[config.mk]
export PLATFORM = sky130hd
export DESIGN_NAME = alu
export DESIGN_NICKNAME = d
export VERILOG_FILES = /design/src/rtl/alu.sv
export SDC_FILE = /design/constraint.sdc
export NUM_CORES = 1
export LEC_CHECK = 0
export BUFFER_PORTS_ARGS = -buffer_cell sky130_fd_sc_hd__buf_4
export CAP_MARGIN = 20
export CORE_MARGIN = 8
export CORE_UTILIZATION = 45
export DETAILED_ROUTE_END_ITERATION = 16
export PLACE_DENSITY_LB_ADDON = 0.05
export SLEW_MARGIN = 20
export SYNTH_ARGS = -nofsm -noshare
export SYNTH_HDL_FRONTEND = slang
export SYNTH_SLANG_ARGS = --single-unit
[constraint.sdc]
create_clock -name clk -period 1.88 [get_ports clk]
set_input_delay 0.188 -clock clk [delete_from_list [all_inputs] [get_ports clk]]
set_output_delay 0.188 -clock clk [all_outputs]
set_load 0.03 [all_outputs]
[src/rtl/alu.sv]
// Y-86 execute-stage ALU: ADD/SUB/AND/XOR on two operands with registered
// result, carry and ZF/SF/OF condition flags (one cycle of latency).
module alu #(
    parameter int WIDTH = 64
) (
    input  logic             clk,
    input  logic             reset,
    input  logic [WIDTH-1:0] a,
    input  logic [WIDTH-1:0] b,
    input  logic [1:0]       cond,
    input  logic             in_valid,
    output logic [WIDTH-1:0] result,
    output logic             carry,
    output logic             zf,
    output logic             sf,
    output logic             of
    ,
    output logic             out_valid
);

    localparam logic [1:0] OP_ADD = 2'b00;
    localparam logic [1:0] OP_SUB = 2'b01;
    localparam logic [1:0] OP_AND = 2'b10;
    localparam logic [1:0] OP_XOR = 2'b11;

    logic [WIDTH-1:0] b_op_s;
    logic             cin_s;
    logic [WIDTH:0]   sum_s;
    logic [WIDTH-1:0] res_s;
    logic             carry_s;
    logic             of_s;

    logic [WIDTH-1:0] result_r;
    logic             carry_r;
    logic             zf_r;
    logic             sf_r;
    logic             of_r;
    logic             out_valid_r;

    // Adder operand select: SUB reuses the adder as a + ~b + 1.
    always_comb begin
        b_op_s = b;
        cin_s  = 1'b0;
        case (cond)
            OP_SUB: begin
                b_op_s = ~b;
                cin_s  = 1'b1;
            end
            default: begin
                b_op_s = b;
                cin_s  = 1'b0;
            end
        endcase
    end

    assign sum_s = {1'b0, a} + {1'b0, b_op_s} + {{WIDTH{1'b0}}, cin_s};

    // Result/flag selection; overflow when adder inputs agree in sign but the sum differs.
    always_comb begin
        res_s   = {WIDTH{1'b0}};
        carry_s = 1'b0;
        of_s    = 1'b0;
        case (cond)
            OP_ADD, OP_SUB: begin
                res_s   = sum_s[WIDTH-1:0];
                carry_s = sum_s[WIDTH];
                of_s    = (a[WIDTH-1] == b_op_s[WIDTH-1]) && (sum_s[WIDTH-1] != a[WIDTH-1]);
            end
            OP_AND: begin
                res_s   = a & b;
                carry_s = 1'b0;
                of_s    = 1'b0;
            end
            OP_XOR: begin
                res_s   = a ^ b;
                carry_s = 1'b0;
                of_s    = 1'b0;
            end
            default: begin
                res_s   = {WIDTH{1'b0}};
                carry_s = 1'b0;
                of_s    = 1'b0;
            end
        endcase
    end

    // Output stage: capture on accepted operations, hold otherwise.
    always_ff @(posedge clk or posedge reset) begin
        if (reset) begin
            result_r    <= {WIDTH{1'b0}};
            carry_r     <= 1'b0;
            zf_r        <= 1'b0;
            sf_r        <= 1'b0;
            of_r        <= 1'b0;
            out_valid_r <= 1'b0;
        end else begin
            out_valid_r <= in_valid;
            if (in_valid) begin
                result_r <= res_s;
                carry_r  <= carry_s;
                zf_r     <= (res_s == {WIDTH{1'b0}});
                sf_r     <= res_s[WIDTH-1];
                of_r     <= of_s;
            end
        end
    end

    assign result    = result_r;
    assign carry     = carry_r;
    assign zf        = zf_r;
    assign sf        = sf_r;
    assign of        = of_r;
    assign out_valid = out_valid_r;

endmodule

==> results.md <==
- Outcome: complete, but fails checks
- Violated checks: negative setup slack
- Overflow after GRT: 0
- Synth warn: 0
- Wire per inst: roughly 22 um
- Seq/Total Area, Yosys: 0.174
- Total GRT Usage: 0.313
- Fin crit share: 2.02
- Met3 usage: 0.0418
- Hold Vio Cnt, Final: 0
- Leading cell type in the layout, fill and taps excluded: buf_4
- Synth Area in Adders: 0.167
- Via/cell ratio: 5.87
- Post-Syn Instances: roughly 1,200
- Pre-Repair DR Iteration Count: 5
- Slowest CP cell: ha_1
- Required @ worst endpoint: approximately 2200 ps
- Initial core utilization: 0.454
- Mux share of post-synthesis cell area: 0.0936
- DP Wirelength: about 33,000 um
- CP Launch Point: cond[1]
- Global routing usage on met2: 0.544
- CTS buffer count: 9
- Share of flip-flops with an asynchronous set or reset: 1.00
- Antenna viol nets, final: 0
- # clock sinks: between 60 and 70
- Fin nets: 2,155
- Post-layout instance area: roughly 18,000 um2
- Residual DRC count: 0
- Crit path kind: input port to flop
- Worst EP arrival: slightly above 4000 ps
- Max-Cap Viols: 0
- Top-Level Pins: around 200
- Placed Cells: slightly above 2,000
- LEAKAGE: 8.26 nW
- Final WS setup: -1910 ps
- Area share of the largest cell type after synthesis: 0.174
- Worst slew pin tran: 656 ps
- Post-synth EDFFs: 0
- Main synth FF type: dfrtp_1
- Fmax: between 200 and 300 MHz
- Clock root cell: clkbuf_16
- 1st-iter DRT viols: just over 900
- Yosys cell types: 80
- Worst Hold Slack: between 200 and 250 ps
- First-pass GRT wire length: between 60,000 and 70,000 um
- Setup violators final: 64
- Buffers on Ports: 201
- Syn avg cell area: between 7 and 8 um2
- Total power: roughly 0.013 W
- H-tree level count: 3
- Max clock buf depth: 2
- Worst IR drop on VDD: approximately 500 uV
- Worst Skew: 0 ps
- Worst skew pair latency: between 300 and 400 ps
- Pins over their slew limit: 0
- Area after DPL: around 15,000 um2
- R2R Path Start: result[24]
- Synth Area in Compound Gates: 0.248
- Detailed Route WL: roughly 47,000 um
- DIE HEIGHT: ~160 um
- Synth Area in XOR/XNOR: 0.0949
- Worst setup EP type: flop
- Ant diodes: 0
- RSZ-0062 raised after global routing: true
- Core box area: approximately 22,000 um2
- Post-route minimum period: about 3800 ps
- Largest net degree at the start of global routing: approximately 110
- Power per cell area: just over 700 nW/um2
- CTS tree: yes
- HP Start: a[63]
- Synth area leaders: dfrtp_1 (17%), ha_1 (16%), xnor2_1 (8.1%)
- Chip width: 163 um
- Critical-path cell list: buf_8, nand2b_4, buf_16, xnor2_1, ha_1, buf_6, nand2_1, buf_4, nor2_2, a22oi_2, buf_6, a2111oi_2, or3_4, xor2_4, a221oi_2, buf_4, nor4bb_4, and4_1, and4_1, nand4_1, o22ai_2
- Mapped Area: slightly below 10,000 um2
- Filler cells: between 1,000 and 1,500
- Finished Core Util: 0.832
- Crit start category: input port
- Most frequent cells in the layout: buf_4 (648), ha_1 (106), nor2_1 (98)
- Largest area contributor in the netlist: dfrtp_1
- Worst hold path class: input port to flop
- CTS clock-pin slew for the worst setup and hold paths: about 60 ps
- Critical path's largest stage delay: 430 ps
- Slew headroom: 0.562
- Initial antenna violation count: 0
- Die ar.: approximately 27,000 um2
- Largest family of logic cells by synthesized area: compound AO/OA/AOI/OAI gates
- GP Congestion: just under 1
- Post-synthesis simple-gate area fraction: 0.182
- Vias: 12,800
- Syn nets: between 1,000 and 1,500
- Fin cells: roughly 2,200
- Share of cells above drive strength 1: 0.562
- Area Overhead vs Synth: 83.1%
- Yosys reg bits: 68
- Number of global-route vias before repair: around 13,000
- Met1 Use GR: 0.391
- GRT Max-Usage Layer: met2
- Crit-path max FO: 6
- # rows: 54
## report_power, final
part	switching (W)	internal (W)	total, W	leakage [nW]
clock	0.000807	0.00116	0.00197	0.148
sequential	0.000204	0.00175	0.00196	0.795
combinational	0.00449	0.00430	0.00879	7.32
## kinds of logic (layout without fill, tap and decap cells)
| group | after synthesis | in the layout |
|---|---|---|
| mux | 86 | 86 |
| buf+inv | 99 | 760 |
| xor+xnor | 106 | 106 |
| compound gates | 373 | 373 |
| simple gates | 372 | 373 |
| flops | 68 | 68 |
| fa+ha+maj | 130 | 130 |
## path summary, 6_finish.rpt
check | end | slack (ps) | depth (start not counted)
setup reg to reg | result[24] | 1040 | 2
hold / removal | of | 200 | 4
min in group asynchronous | result[9] | 510 | 4
max in group asynchronous | result[45] | 1040 | 4
setup / recovery | zf | -1910 | 21
hold reg to reg | result[57] | 510 | 1
## Yosys cell counts, types with 11 or more instances
cell type / number
xnor2_1: 90
a211oi_1: 16
nor2b_1: 16
clkbuf_1: 48
o211ai_1: 21
o21a_1: 11
ha_1: 129
a21o_1: 25
nand4_1: 32
nand3_1: 18
inv_1: 26
dfrtp_1: 68
o21ai_1: 11
xor2_1: 16
o21ai_0: 66
nor2_1: 112
buf_2: 11
mux2_2: 44
nand2_1: 104
a21oi_1: 122
mux2i_1: 42
buf_1: 11
a31oi_1: 13
nor3_1: 19
## registers in the layout, summed over array words and instances (netlist names)
| register | count |
|---|---|
| carry | 1 |
| zf | 1 |
| result | 64 |
| out_valid | 1 |
| of | 1 |
## worst max-delay path: cells and delay by family
kind                     cells  cell delay (ps)
AO/OA/AOI/OAI                4              860
XOR/XNOR                     2              220
adder cells (fa/ha/maj)      1              430
buffers and inverters        6              900
AND/OR/NAND/NOR              8             1460
## area by class of cell
type / count / area, um2 / area share
clock buffer: 9 / 225 / 0.0126
clock inverter: 6 / 88.8 / 0.00496
inverter: 27 / 105 / 0.00586
multi-input combinational: 1068 / 9700 / 0.541
sequential: 68 / 1700 / 0.0949
tap: 280 / 350 / 0.0195
timing repair buffer: 718 / 5750 / 0.321
## routing by layer
| layer | routed length, um | share of wire |
|---|---|---|
| met1 | 18500 | 0.40 |
| met4 | 2190 | 0.047 |
| met5 | 0 | 0 |
| met2 | 22500 | 0.48 |
| met3 | 3720 | 0.079 |
## stage by stage
stage	worst slack, ps	setup TNS [ps]
finish	-1910	-69160
global route	-2070	-75050
CTS	-1770	-57830
detailed placement	-2440	-92070
global placement	-2440	-90170
floorplan	-1790	-55780
## repair_timing
item	4_1_cts	5_1_grt
hold endpoints to repair	68	0
gates cloned	4	0
setup endpoints to repair	64	64
resized for setup	217	174
hold buffers	1	0
pin swaps	86	129
setup buffers	44	46
Note: power is estimated with default switching activity, not from simulation.
